`config.mk`:
```
export PLATFORM = sky130hd
export DESIGN_NAME = mod_updown_counter
export DESIGN_NICKNAME = d
export VERILOG_FILES = /design/src/rtl/mod_updown_counter_pkg.sv /design/src/rtl/mod_updown_counter_bin2dec2.sv /design/src/rtl/mod_updown_counter.sv
export SDC_FILE = /design/constraint.sdc
export NUM_CORES = 1
export LEC_CHECK = 0
export BUFFER_PORTS_ARGS = -buffer_cell sky130_fd_sc_hd__buf_2
export CAP_MARGIN = 5
export CORE_ASPECT_RATIO = 0.7
export CORE_MARGIN = 1
export CORE_UTILIZATION = 40
export CTS_BUF_LIST = sky130_fd_sc_hd__clkbuf_8 sky130_fd_sc_hd__clkbuf_16
export DETAILED_ROUTE_END_ITERATION = 10
export HOLD_SLACK_MARGIN = 0.12
export SYNTH_ARGS = -nofsm -noshare
export SYNTH_HDL_FRONTEND = slang
export SYNTH_HIERARCHICAL = 1
export SYNTH_SLANG_ARGS = --single-unit
```
`constraint.sdc`:
```
create_clock -name clk -period 4.5 [get_ports clk]
set_input_delay 0.9 -clock clk [delete_from_list [all_inputs] [get_ports clk]]
set_output_delay 0.9 -clock clk [all_outputs]
set_load 0.01 [all_outputs]
```
`src/rtl/mod_updown_counter_pkg.sv`:
```
// Shared timer constants and digit payload type for the time-digit counter stages.
package mod_updown_counter_pkg;

  localparam int unsigned SEC_MOD  = 60;
  localparam int unsigned MIN_MOD  = 60;
  localparam int unsigned HOUR_MOD = 24;
  localparam int unsigned MSEC_MOD = 100;
  localparam int unsigned BCD_W    = 4;

  typedef struct packed {
    logic [BCD_W-1:0] tens;
    logic [BCD_W-1:0] ones;
  } bcd2_t;

endpackage

```
`src/rtl/mod_updown_counter_bin2dec2.sv`:
```
// Combinational binary to two-digit BCD split, valid for inputs 0..99.
module mod_updown_counter_bin2dec2
  import mod_updown_counter_pkg::*;
#(
  parameter int unsigned OUT_W = 8
) (
  input  logic [OUT_W-1:0] bin,
  output bcd2_t            dig_c
);

  logic [31:0] bin_w;

  // Constant-divisor split; the inputs are bounded below 100 by the caller.
  always_comb begin
    bin_w      = 32'(bin);
    dig_c.tens = BCD_W'(bin_w / 32'd10);
    dig_c.ones = BCD_W'(bin_w % 32'd10);
  end

endmodule

```
`src/rtl/mod_updown_counter.sv`:
```
// Modulo-N up/down time-digit stage with clear, load, pause and a same-cycle terminal pulse.
module mod_updown_counter
  import mod_updown_counter_pkg::*;
#(
  parameter int unsigned MODULUS = 60,
  parameter int unsigned OUT_W   = 8
) (
  input  logic             clk,
  input  logic             rst,
  input  logic             en,
  input  logic             clr,
  input  logic             load,
  input  logic [OUT_W-1:0] load_val,
  input  logic             inc,
  input  logic             dec,
  output logic [OUT_W-1:0] val,
  output logic [BCD_W-1:0] tens,
  output logic [BCD_W-1:0] ones,
  output logic             tc
);

  localparam logic [OUT_W-1:0] MAX_VAL = OUT_W'(MODULUS - 1);

  logic [OUT_W-1:0] val_nxt;
  logic [OUT_W-1:0] load_sat;
  logic             in_range;
  logic             at_max;
  logic             at_zero;
  logic             step_up;
  logic             step_dn;
  bcd2_t            dig_nxt;

  // Range checks are done at 32 bits so MODULUS == 2**OUT_W stays correct.
  always_comb begin
    in_range = (32'(val) < MODULUS);
    load_sat = (32'(load_val) >= MODULUS) ? MAX_VAL : load_val;
    at_max   = (val == MAX_VAL);
    at_zero  = (val == '0);
    step_up  = en & inc & ~dec;
    step_dn  = en & dec & ~inc;
  end

  // Priority: clr > load > out-of-range recovery > count step.
  always_comb begin
    val_nxt = val;
    if (clr) begin
      val_nxt = '0;
    end else if (load) begin
      val_nxt = load_sat;
    end else if (!in_range) begin
      val_nxt = '0;
    end else if (step_up) begin
      val_nxt = at_max ? '0 : val + OUT_W'(1);
    end else if (step_dn) begin
      val_nxt = at_zero ? MAX_VAL : val - OUT_W'(1);
    end
  end

  assign tc = ~rst & ~clr & ~load & ((step_up & at_max) | (step_dn & at_zero));

  // Digits come from the next-state value so they land on the same edge as val.
  mod_updown_counter_bin2dec2 #(
    .OUT_W (OUT_W)
  ) u_bin2dec2 (
    .bin   (val_nxt),
    .dig_c (dig_nxt)
  );

  always_ff @(posedge clk or posedge rst) begin
    if (rst) begin
      val  <= '0;
      tens <= '0;
      ones <= '0;
    end else begin
      val  <= val_nxt;
      tens <= dig_nxt.tens;
      ones <= dig_nxt.ones;
    end
  end

endmodule

```
==> results.md <==
* Via density at approximately 6
* Crit path kind: flop to flop
* 1st-iter DRT viols at 206
* Max-slew violations at 0
* Fmax at about 240 MHz
* Outcome: completed
* Most frequent cells in the layout: buf_2 (31), buf_4 (26), nand2_1 (18)
* # clock sinks at 16
* Post-synthesis sequential area ratio at ~20%
* Period utilization at a little over nine tenths
* Placement Rows at 20
* Top-area cell type share of the netlist area at 20.4%
* Max cap viols at 0
* Cts bufs inserted at 3
* Total track usage at a little over a fifth
* Worst endpoint data arrival time at about 4.4 ns
* Final WS setup at between 0.2 and 0.3 ns
* Antenna violations before repair at 0
* Final setup fails at 0
* Most common cell after layout, fill and taps aside: buf_2
* Setup crit end kind: flop
* Worst Setup Start Kind: flop
* Post-Route WL at 5320 um
* Chip width at approximately 86 um
* Power Dens Cells at about 240 nW/um^2
* DP Area at about 2300 um^2
* Root Buffer: clkbuf_8
* Fin util at 52.5%
* DP Worst Slack at about 0.048 ns
* Layout area overhead at 21.1%
* Number of nets with antenna violations after routing at 0
* Synth Register Bits at 16
* H-tree depth at 1
* Worst slew margin at slightly above 60%
* Async S/R FF share, synth at between 90% and 100%
* Total power at approximately 570 uW
* R2R depth at 14
* Top cells by area, synth: dfrtp_1 (20%), nor3_1 (4.3%), o21ai_0 (3.8%), nand2_1 (3.4%), a21oi_1 (2.8%)
* Clk buf depth at 2
* Die area at a little over 5000 um^2
* Wire length of the first global-routing pass at 8870 um
* Largest net degree at the start of global routing at 24
* Synth cell types at 77
* FF-to-FF setup slack at around 0.27 ns
* Antenna diodes at 0
* Data required, critical path at ~4.7 ns
* Worst-path fanout max at 11
* DRC violation count after routing at 0
* Slew @ Worst Pin at about 0.58 ns
* Die height at about 60 um
* Leading area contributor after synthesis: dfrtp_1
* Peak supply drop at around 0.091 mV
* CP startpoint: val[3]$_DFF_PP0_
* Clock transition at path regs at roughly 0.060 ns
* RR Endpoint: tens[0]$_DFF_PP0_
* Detailed Routing Iterations Pass 1 at 5
* Placer Congestion at approximately 0.88
* Final hold vios at 0
* Post-Syn Instances at ~240
* IO Pins at 32
* Port bufs at 31
* Hold Path Class: input pin to async pin
* Post-Syn Area at between 1500 and 2000 um^2
* EDFF count, synth at 0
* Skew final at around 0.0023 ns
* Initial Util at between 40% and 50%
* DP HPWL at between 4000 and 5000 um
* CTS tree: done
* Worst setup path end: tens[0]$_DFF_PP0_
* WL/cell at 14.9 um
* RSZ-0062 raised after global routing: no
* Syn_area_per_cell at 8.05 um^2
* P_leak at between 0.9 and 1 nW
* Via count at about 2,100
* Final TNS setup at 0 ns
* Total core area at 4530 um^2
* Ys flop type: dfrtp_1
* Design area at ~2400 um^2
* Crit path time final at between 4 and 5 ns
* Grt total ovfl at 0
* Vias in the first global route at 1,708
* Layout Nets at 310
* Skew-Pair Late Insertion Delay at ~0.24 ns
* Worst R2R Start: val[3]$_DFF_PP0_
* Fill cells at 450
* Synth Warn # at 6
* Fraction of layout cells with a size suffix above 1 at between 20 and 30%
-- logic make-up (layout without fill, tap and decap cells) --
family,Yosys count,in the layout,share of synthesized area (%)
buffers and inverters,27,72,7.20
AOI/OAI and AO/OA,84,84,34.7
other,1,3,0.191
adders and majority gates,4,4,2.48
DFF,16,16,20.4
xor gates and xnor gates,3,3,1.34
and+or+nand+nor,103,103,30.5
muxes,6,6,3.18
-- area by class of cell --
type	instances	area [um^2]	share of cell area [%]
repair buffers	57	350	14.7
well taps	66	82.6	3.47
multi-input cells	203	1450	60.9
clock buffers	4	55.1	2.31
inverters	11	41.3	1.74
flip-flops and latches	16	400	16.8
-- per-layer routing --
layer / share of wire, % / wire [um] / GRT usage [%]
met5: 0 / 0 / 0
met4: 0.26 / 14 / 4.29
met3: 8.8 / 469 / 1.77
met2: 37 / 1980 / 29.4
met1: 54 / 2850 / 36.9
-- how the worst min path moves through the flow --
stage | end | slack, ns | depth (start not counted)
floorplan | val[0]$_DFF_PP0_ | 0.75 | 2
global placement | ones[0]$_DFF_PP0_ | 0.96 | 3
detailed placement | val[0]$_DFF_PP0_ | 0.94 | 3
CTS | ones[3]$_DFF_PP0_ | 0.74 | 2
global route | val[3]$_DFF_PP0_ | 0.78 | 2
finish | tens[2]$_DFF_PP0_ | 0.73 | 2
-- Yosys cell counts (all sizes together) (3+ instances only) --
cell / count
a21oi: 12
a221oi: 3
and3: 3
buf: 11
clkbuf: 5
dfrtp: 16
ha: 3
inv: 11
mux2i: 4
nand2: 18
nand2b: 5
nand3: 5
nand4: 3
nor2: 14
nor2b: 6
nor3: 17
nor3b: 3
nor4: 7
o211ai: 4
o21a: 6
o21ai: 18
o21bai: 3
o22ai: 4
o31ai: 5
o32ai: 3
or2: 3
or3: 4
or4b: 4
xnor2: 3
-- what timing repair did --
action,CTS,global route
buffers inserted,0,0
gates resized for setup,0,3
endpoints found under the setup margin,0,2
hold buffers,0,0
endpoints found under the hold margin,0,0
-- metrics by stage --
stage	instances	hold WS [ns]
2_1_floorplan	246	0.747
3_3_place_gp	353	0.965
3_5_place_dp	353	0.945
4_1_cts	357	0.740
5_1_grt	357	0.779
6_report	357	0.725
-- critical path, stage by stage (launching register included) --
cell and delay [ns]:
dfrtp_1 0.51, or3_4 0.48, nor4_2 0.30, mux2_1 0.37, a211oi_2 0.26, ha_1 0.27, nand2b_1 0.19, buf_4 0.15
nand2_1 0.07, a32oi_2 0.17, or4_1 0.45, a41oi_2 0.27, a22oi_4 0.18, maj3_2 0.34, o21ai_1 0.15
-- power breakdown --
part	leakage (nW)	internal (mW)	switching, mW
sequential	0.200	0.165	0.0125
combinational	0.757	0.123	0.150
clock	0.0288	0.0774	0.0451
-- registers in the layout (all words and copies together) (netlist names) --
signal / flops
ones: 4
tens: 4
val: 8
Note: power is estimated with default switching activity, not from simulation.
